### config.mk
export PLATFORM = sky130hd
export DESIGN_NAME = shift_unit
export DESIGN_NICKNAME = d
export VERILOG_FILES = /design/src/rtl/shift_unit.sv
export SDC_FILE = /design/constraint.sdc
export NUM_CORES = 1
export LEC_CHECK = 0
export ABC_AREA = 1
export BUFFER_PORTS_ARGS = -buffer_cell sky130_fd_sc_hd__clkbuf_2
export CORE_MARGIN = 2
export CORE_UTILIZATION = 56
export DETAILED_ROUTE_END_ITERATION = 7
export GPL_ROUTABILITY_DRIVEN = 0
export GPL_TIMING_DRIVEN = 0
export MAX_ROUTING_LAYER = met4
export PLACE_DENSITY = 0.8
export SYNTH_ARGS = -nofsm -noshare
export SYNTH_HDL_FRONTEND = slang
export SYNTH_SLANG_ARGS = --single-unit
### constraint.sdc
create_clock -name clk -period 3 [get_ports clk]
set_clock_uncertainty 0.1 [all_clocks]
set_input_delay 0.45 -clock clk [delete_from_list [all_inputs] [get_ports clk]]
set_output_delay 0.45 -clock clk [all_outputs]
set_load 0.02 [all_outputs]
### src/rtl/shift_unit.sv
// Multi-cycle shifter: SLL/SRL/SRA/ROL/ROR by up to STEP bits per clock,
// with a busy/done handshake and a result held until the next completion.
module shift_unit #(
  parameter int DATA_W = 32,
  parameter int AMT_W  = 5,
  parameter int STEP   = 1
) (
  input  logic              clk,
  input  logic              reset,
  input  logic              start,
  input  logic [1:0]        src_sel,
  input  logic [2:0]        mode,
  input  logic [DATA_W-1:0] data_in,
  input  logic [AMT_W-1:0]  reg_b_amt,
  input  logic [AMT_W-1:0]  shamt,
  input  logic [31:0]       ext_offset,
  output logic [DATA_W-1:0] result,
  output logic              busy,
  output logic              done
);

  typedef enum logic {IDLE, SHIFT} state_t;

  localparam logic [2:0] M_SLL = 3'd0;
  localparam logic [2:0] M_SRL = 3'd1;
  localparam logic [2:0] M_SRA = 3'd2;
  localparam logic [2:0] M_ROL = 3'd3;
  localparam logic [2:0] M_ROR = 3'd4;

  localparam logic [AMT_W:0] STEP_V = (AMT_W+1)'(STEP);
  localparam logic [AMT_W:0] WIDTH_V = (AMT_W+1)'(DATA_W);

  typedef struct packed {
    logic [2:0]        mode;
    logic [AMT_W-1:0]  amt;
    logic [DATA_W-1:0] data;
  } req_t;

  state_t            state;
  logic [2:0]        mode_q;
  logic [AMT_W-1:0]  remaining;
  logic [DATA_W-1:0] work;
  req_t              req;
  logic [AMT_W-1:0]  k;
  logic [AMT_W:0]    k_inv;
  logic [DATA_W-1:0] stepped;
  logic              unused_ext;

  // Only the low AMT_W bits of the offset form an amount.
  assign unused_ext = ^ext_offset[31:AMT_W];

  always_comb begin
    req.mode = mode;
    req.data = data_in;
    case (src_sel)
      2'd0:    req.amt = reg_b_amt;
      2'd1:    req.amt = shamt;
      2'd2:    req.amt = ext_offset[AMT_W-1:0];
      default: req.amt = '0;
    endcase
    if (mode > M_ROR) req.amt = '0;
  end

  // k = min(STEP, remaining); k_inv is the complementary rotate distance.
  assign k     = ({1'b0, remaining} > STEP_V) ? STEP_V[AMT_W-1:0] : remaining;
  assign k_inv = WIDTH_V - {1'b0, k};

  always_comb begin
    case (mode_q)
      M_SLL:   stepped = work << k;
      M_SRL:   stepped = work >> k;
      M_SRA:   stepped = $signed(work) >>> k;
      M_ROL:   stepped = (work << k) | (work >> k_inv);
      M_ROR:   stepped = (work >> k) | (work << k_inv);
      default: stepped = work;
    endcase
  end

  always_ff @(posedge clk or posedge reset) begin
    if (reset) begin
      state     <= IDLE;
      mode_q    <= '0;
      remaining <= '0;
      work      <= '0;
      result    <= '0;
      busy      <= 1'b0;
      done      <= 1'b0;
    end else begin
      done <= 1'b0;
      case (state)
        IDLE: if (start) begin
          work      <= req.data;
          remaining <= req.amt;
          mode_q    <= req.mode;
          busy      <= 1'b1;
          state     <= SHIFT;
        end
        SHIFT: if (remaining != '0) begin
          work      <= stepped;
          remaining <= remaining - k;
        end else begin
          result <= work;
          done   <= 1'b1;
          busy   <= 1'b0;
          state  <= IDLE;
        end
        default: state <= IDLE;
      endcase
    end
  end

endmodule

==> summary.log, run 1 <==
[floorplan] die span in x 104.7 µm
[grt] global-route wire length before repair 35000 µm
[route] number of DRC violations after detailed-routing iteration 0 1503
[worst_setup_path] termination of the worst setup path work[15]$_DFFE_PP0P_
[worst_setup_path] CP Capture Type register
[route] via density per instance 6.314
[final_layout] area grow syn2layout 16.49%
[logic_synthesis] Post-Syn Nets 992
[worst_setup_path] slowest CP cell sky130_fd_sc_hd__dfrtp_1
[grt] final global-route overflow total 0
[sta] final setup vio count 0
[logic_synthesis] total of flip-flops plus latches after synthesis 75
[worst_setup_path] biggest cell delay along the critical path 0.46 ns
[worst_setup_path] critical path, cell by cell nor2_4 > nand2_2 > nor2_2 > buf_6 > buf_6 > ha_1 > clkbuf_1 > o21ai_0 > nand2_1 > nand4_1 > nand2_1 > nand3_1 > nand2_1 > nand2_1
[worst_setup_path] Worst Path Arrival 3.14 ns
[sta] fin crit period 2.939 ns
[sta] final hold viol count 0
[floorplan] effective utilization at floorplan 0.5780
[sta] Final Worst Setup Slack 0.06102 ns
[grt] number of global-route vias before repair 6809
[floorplan] Die ar. 10960 µm²
[logic_synthesis] Avg Cell Area, Syn 6.250 µm²
[final_layout] fraction of final layout cells with drive strength greater than 1 0.1717
[final_layout] commonest non-fill, non-tap cell in the layout sky130_fd_sc_hd__nand2_1
[route] routed len/inst 19.55 µm
[worst_hold_path] class of the tightest hold or removal check in2reg
[clocking] clock edge transition at the registers on the reported setup and hold paths 0.09 ns
[logic_synthesis] number of standard cells after synthesis 908
[route] DRC violation count after routing 27
[clocking] CTS H-Tree Depth 3
[sta] Least-Margin Pin Slew 0.8857 ns
[logic_synthesis] sequential element share of the synthesized area 0.3307
[final_layout] number of inserted diodes 0
[route] Initial DRT Pass Iterations 8
[sta] peak clock frequency supported by timing 0.3403 GHz
[sta] Slew Limit Fails 0
[logic_synthesis] Syn Std Cell Area 5675 µm²
[worst_setup_path] reg-to-reg endpoint work[15]$_DFFE_PP0P_
[final_layout] combined flip-flop and latch cell area 1877 µm²
[worst_setup_path] Worst R2R Path Depth 14
[sta] worst rel slew slack 0.4095
[route] via count 7274
[floorplan] standard-cell rows 36
[worst_setup_path] Setup crit start remaining[3]$_DFFE_PP0P_
[pwr] power density cells 1347 nW/µm²
[status] outcome finished, violations left
[clocking] number of sinks on the clock net 75
[worst_setup_path] data required time at the worst endpoint 3.20 ns
[clocking] root buffer cell sky130_fd_sc_hd__clkbuf_8
[floorplan] area of the core 9819 µm²
[final_layout] Final #Nets 1098
[worst_setup_path] reg-to-reg setup timing slack 0.06 ns
[clocking] clock buffer count from CTS 9
[sta] setup repair after global routing missed its margin true
[flow_run] max-capacitance violation count 0
[logic_synthesis] Async S/R FF share, synth 1.000
[route] routed wire length 22520 µm
[place] Port Buf Inserts 88
[pwr] total leakage power 3.408 nW
[logic_synthesis] share of the synthesized area in the top cell type 0.3307
[worst_setup_path] Reg2Reg Launch Point remaining[3]$_DFFE_PP0P_
[final_layout] fillers 968
[clocking] clock tree from TritonCTS yes
[sta] share of the clock period used by the worst path 0.9797
[logic_synthesis] cell taking the most area after synthesis sky130_fd_sc_hd__dfrtp_1
[logic_synthesis] yosys synthesis warning count 0
[final_layout] multi-input combinational cell area 3289 µm²
[clocking] Skew-Pair Late Insertion Delay 0.37 ns
[floorplan] overall die height 104.7 µm
[status] violations in the final reports design-rule violations
[floorplan] I/O pin count 116
[place] HPWL after DPL 16200 µm
[route] Antenna Nets Post-Route 0
[grt] maximum number of pins on one net before global-route repair 40
[pwr] VDD IR-drop max 0.6221 mV
[worst_setup_path] type of origin of the critical path register
[grt] initial antenna violation count 0
[worst_setup_path] maximum fanout count along the critical path 10
[worst_setup_path] critical path's most frequent cell sky130_fd_sc_hd__nand2_1
[pwr] Total Power Consumption 8.907 mW
[logic_synthesis] unique cell type count in the Yosys netlist 37
[logic_synthesis] count of flip-flops with a built-in enable after synthesis 0
[grt] gr usage total 0.4262
[logic_synthesis] most used flip-flop cell after synthesis sky130_fd_sc_hd__dfrtp_1
[logic_synthesis] leading post-synthesis cells by cell area sky130_fd_sc_hd__dfrtp_1 33%, sky130_fd_sc_hd__nand2_1 21%, sky130_fd_sc_hd__nand3_1 8.9%, sky130_fd_sc_hd__o21ai_0 5.2%, sky130_fd_sc_hd__o21ai_1 4.2%
[clocking] buffers from clock root to sink, at most 2
[worst_setup_path] Crit Path Category reg2reg
[place] worst slack at placement -0.3760 ns
[final_layout] top library cells by usage in the layout, fill and taps aside 318 x sky130_fd_sc_hd__nand2_1, 101 x sky130_fd_sc_hd__nand3_1, 93 x sky130_fd_sc_hd__clkbuf_2, 75 x sky130_fd_sc_hd__dfrtp_1, 63 x sky130_fd_sc_hd__nor2_1
## flip-flops by register name, indices dropped and copies added, names as in the netlist
| register | flops |
|---|---|
| busy | 1 |
| done | 1 |
| mode_q | 3 |
| remaining | 5 |
| result | 32 |
| state | 1 |
| work | 32 |
## per-layer routing
metal | global-route usage | up-vias | wire length, µm
met1 | 0.5263 | 3200 | 8224
met4 | 0.2524 | 0 | 1931
li1 | - | 3220 | -
met5 | - | - | 0
met3 | 0.1684 | 218 | 3453
met2 | 0.5868 | 636 | 8906
## repair_timing
action | 4_1_cts | 5_1_grt
hold endpoints to repair | 9 | 0
buffers inserted | 0 | 5
setup endpoints to repair | 30 | 30
gates resized for setup | 13 | 14
hold buffers | 1 | 0
pin swaps | 0 | 2
## final cells by class
class	count	area share
sequential	75	0.2839
tap	133	0.02517
multi-input combinational	711	0.4975
buffer	52	0.04372
inverter	70	0.04012
clock inverter	7	0.01400
clock buffer	9	0.01874
timing repair buffer	95	0.07684
## stage by stage
step	TNS [ns]	utilization	cell area, µm²	hold slack, ns	cells
final	0	0.6733	6611	0.2319	1152
after global routing	-0.1392	0.6733	6611	0.2071	1152
after CTS	0	0.6673	6553	0.2239	1147
after detailed placement	-5.783	0.6421	6305	0.3654	1130
after global placement	-28.55	0.6398	6282	0.3614	1129
after floorplan	0	-	5675	0.3488	908
## cell families after synthesis
group                      synth area share
AOI/OAI and AO/OA                    0.1810
DFF                                  0.3307
xor gates and xnor gates           0.001543
adders and majority gates          0.004408
buffers and inverters               0.09105
other                             0.0006607
and+or+nand+nor                      0.3907
## Yosys cell counts (all sizes together), types with 3 or more instances
cell,n
nand2,325
o22ai,5
clkbuf,27
o21ai,109
and2,3
buf,25
nor3,4
nand4,17
a211oi,3
o211ai,14
a31oi,11
dfrtp,75
nand3,102
inv,69
nor2,70
a21oi,29
o2111ai,6
## worst max-delay path, delay by kind of cell, from the launching register on
kind | cells | cell delay (ns)
AO/OA/AOI/OAI | 1 | 0.40
adder cells (fa/ha/maj) | 1 | 0.31
flip-flops | 1 | 0.46
buffers and inverters | 3 | 0.70
AND/OR/NAND/NOR | 9 | 0.92
## worst min path at each step
stage / cells after the start / endpoint / startpoint
after global routing: 3 / work[5]$_DFFE_PP0P_ / data_in[5]
final: 3 / work[5]$_DFFE_PP0P_ / data_in[5]
after CTS: 3 / work[5]$_DFFE_PP0P_ / data_in[5]
after global placement: 2 / busy$_DFFE_PP0P_ / busy$_DFFE_PP0P_
after detailed placement: 2 / work[21]$_DFFE_PP0P_ / work[21]$_DFFE_PP0P_
after floorplan: 2 / work[18]$_DFFE_PP0P_ / work[18]$_DFFE_PP0P_
## report_power, final
| group | internal [mW] | switching, mW |
|---|---|---|
| registers | 1.51 | 0.308 |
| logic | 1.86 | 4.35 |
| clock network | 0.465 | 0.415 |
Power figures use the tool's default switching activity.
==> run 2: changes to the inputs <==
--- a/config.mk
+++ b/config.mk
@@ -7,13 +7,15 @@
 export LEC_CHECK = 0
 export ABC_AREA = 1
 export BUFFER_PORTS_ARGS = -buffer_cell sky130_fd_sc_hd__clkbuf_2
+export CORE_ASPECT_RATIO = 1.5
 export CORE_MARGIN = 2
-export CORE_UTILIZATION = 56
+export CORE_UTILIZATION = 55
+export CTS_CLUSTER_SIZE = 14
 export DETAILED_ROUTE_END_ITERATION = 7
 export GPL_ROUTABILITY_DRIVEN = 0
 export GPL_TIMING_DRIVEN = 0
 export MAX_ROUTING_LAYER = met4
-export PLACE_DENSITY = 0.8
+export PLACE_DENSITY = 0.79
 export SYNTH_ARGS = -nofsm -noshare
 export SYNTH_HDL_FRONTEND = slang
 export SYNTH_SLANG_ARGS = --single-unit
==> summary.log, run 2 (synthesis results as in run 1) <==
[status] outcome finished, violations left
[status] violations in the final reports design-rule violations, negative hold slack
[clocking] clock edge transition at the registers on the reported setup and hold paths 0.07 ns
[route] via count 7324
[grt] most crowded layer after global routing met2
[final_layout] area grow syn2layout 18.45%
[pwr] total leakage power 3.471 nW
[clocking] clock tree from TritonCTS yes
[final_layout] number of inserted diodes 0
[final_layout] Final #Nets 1096
[place] placed cells 1114
[place] Port Buf Inserts 88
[floorplan] standard-cell rows 45
[clocking] CTS H-Tree Depth 3
[grt] number of global-route vias before repair 6728
[place] worst slack at placement -0.5042 ns
[sta] final setup vio count 0
[clocking] number of sinks on the clock net 75
[floorplan] area of the core 10080 µm²
[sta] share of the clock period used by the worst path 0.9649
[sta] setup repair after global routing missed its margin false
[sta] final hold viol count 1
[worst_setup_path] slowest CP cell sky130_fd_sc_hd__dfrtp_2
[floorplan] effective utilization at floorplan 0.5631
[sta] Fin Setup TNS 0 ns
[pwr] Total Power Consumption 9.537 mW
[grt] maximum number of pins on one net before global-route repair 40
[grt] final global-route overflow total 0
[floorplan] Die ar. 11160 µm²
[route] number of DRC violations after detailed-routing iteration 0 1541
[floorplan] I/O pin count 116
[final_layout] Layout Cell Area excl Fill 6723 µm²
[sta] fin crit period 2.895 ns
[place] Placed Instance Area 6285 µm²
[place] HPWL after DPL 16810 µm
[worst_setup_path] maximum fanout count along the critical path 10
[worst_setup_path] CP Capture Type register
[floorplan] overall die height 128.4 µm
[final_layout] registers with the highest flip-flop counts result x32, work x32, remaining x5
[final_layout] number of non-filler instances in the completed layout 1134
[pwr] VDD IR-drop max 0.5766 mV
[clocking] root buffer cell sky130_fd_sc_hd__clkbuf_16
[clocking] clock buffer count from CTS 9
[route] routed wire length 24080 µm
[final_layout] commonest non-fill, non-tap cell in the layout sky130_fd_sc_hd__nand2_1
[sta] final hold slack -0.0007416 ns
[flow_run] max-capacitance violation count 0
[grt] initial antenna violation count 0
[sta] peak clock frequency supported by timing 0.3455 GHz
[route] DRC violation count after routing 56
[worst_hold_path] class of the tightest hold or removal check in2async
[sta] worst rel slew slack 0.4419
[sta] Least-Margin Pin Slew 0.8371 ns
[grt] global-route track usage on met1 0.5254
[grt] global-route wire length before repair 36530 µm
[worst_setup_path] Crit Path Category reg2reg
[worst_setup_path] Worst Path Arrival 3.02 ns
[worst_setup_path] category of cells accounting for the largest share of critical-path delay buffers and inverters
[grt] GR met3 Demand/Resource 0.1546
[route] Initial DRT Pass Iterations 8
[grt] gr usage total 0.4562
[clocking] buffers from clock root to sink, at most 2
[worst_setup_path] critical path, cell by cell nor2_4 > nand2_2 > nor2_2 > buf_6 > buf_6 > ha_1 > clkbuf_2 > buf_1 > nor3_1 > o21ai_1 > nand2_1 > nand2_1 > o21ai_1
[route] routed len/inst 21.23 µm
[final_layout] fraction of final layout cells with drive strength greater than 1 0.1731
[route] Antenna Nets Post-Route 0
[clocking] Skew-Pair Late Insertion Delay 0.36 ns
[sta] Slew Limit Fails 0
[sta] Final Worst Setup Slack 0.1053 ns
[pwr] power density cells 1419 nW/µm²
[final_layout] top library cells by usage in the layout, fill and taps aside 318 x sky130_fd_sc_hd__nand2_1, 100 x sky130_fd_sc_hd__nand3_1, 92 x sky130_fd_sc_hd__clkbuf_2, 74 x sky130_fd_sc_hd__dfrtp_1, 63 x sky130_fd_sc_hd__nor2_1
[floorplan] die span in x 86.94 µm
[worst_setup_path] Buffers & Inverters on Critical Path 4
[worst_setup_path] biggest cell delay along the critical path 0.43 ns
[worst_setup_path] type of origin of the critical path register
[worst_setup_path] reg-to-reg setup timing slack 0.11 ns
[clocking] hold-fix buffer count after cts 0
[route] via density per instance 6.459
[worst_setup_path] data required time at the worst endpoint 3.12 ns
[grt] met2 Usage GRT 0.6475
## run 2: power breakdown
group	internal [mW]	leakage [nW]	switching (mW)	total [mW]
sequential	1.52	0.938	0.315	1.83
combinational	1.84	2.36	4.52	6.36
clock	0.864	0.176	0.486	1.35
total	4.22	3.47	5.32	9.54
## run 2: layout make-up
class	count	area (µm²)
timing repair buffer	93	490.5
inverter	70	265.3
buffer	52	284.0
sequential	75	1878
multi-input combinational	711	3298
clock inverter	5	107.6
tap	117	146.4
fill	966	3356
clock buffer	11	252.7
## run 2: repair_timing
action / in CTS / in global routing
buffers inserted: 1 / 3
hold endpoints to repair: 0 / 0
setup endpoints to repair: 32 / 32
resized for setup: 11 / 18
pin swaps: 1 / 4
## run 2: path summary, 6_finish.rpt
path	start	to	cells past startpoint
max in group asynchronous	reset	work[31]$_DFFE_PP0P_	3
min reg2reg	busy$_DFFE_PP0P_	busy$_DFFE_PP0P_	2
min	reset	result[1]$_DFFE_PP0P_	2
min in group clk	data_in[3]	work[3]$_DFFE_PP0P_	3
max	remaining[3]$_DFFE_PP0P_	work[20]$_DFFE_PP0P_	13
max reg2reg	remaining[3]$_DFFE_PP0P_	work[20]$_DFFE_PP0P_	13
## run 2: through the flow
step           utilization  hold slack (ns)
4_1_cts             0.6617          0.02584
3_5_place_dp        0.6236           0.3650
5_1_grt             0.6670          0.04259
6_report            0.6670       -0.0007416
3_3_place_gp        0.6214           0.3607
2_1_floorplan            -           0.3488
## run 2: per-layer routing
| layer | wire [µm] | vias to the layer above |
|---|---|---|
| li1 | - | 3229 |
| met1 | 7999 | 3186 |
| met2 | 10210 | 680 |
| met3 | 3337 | 229 |
| met4 | 2526 | 0 |
| met5 | 0 | - |
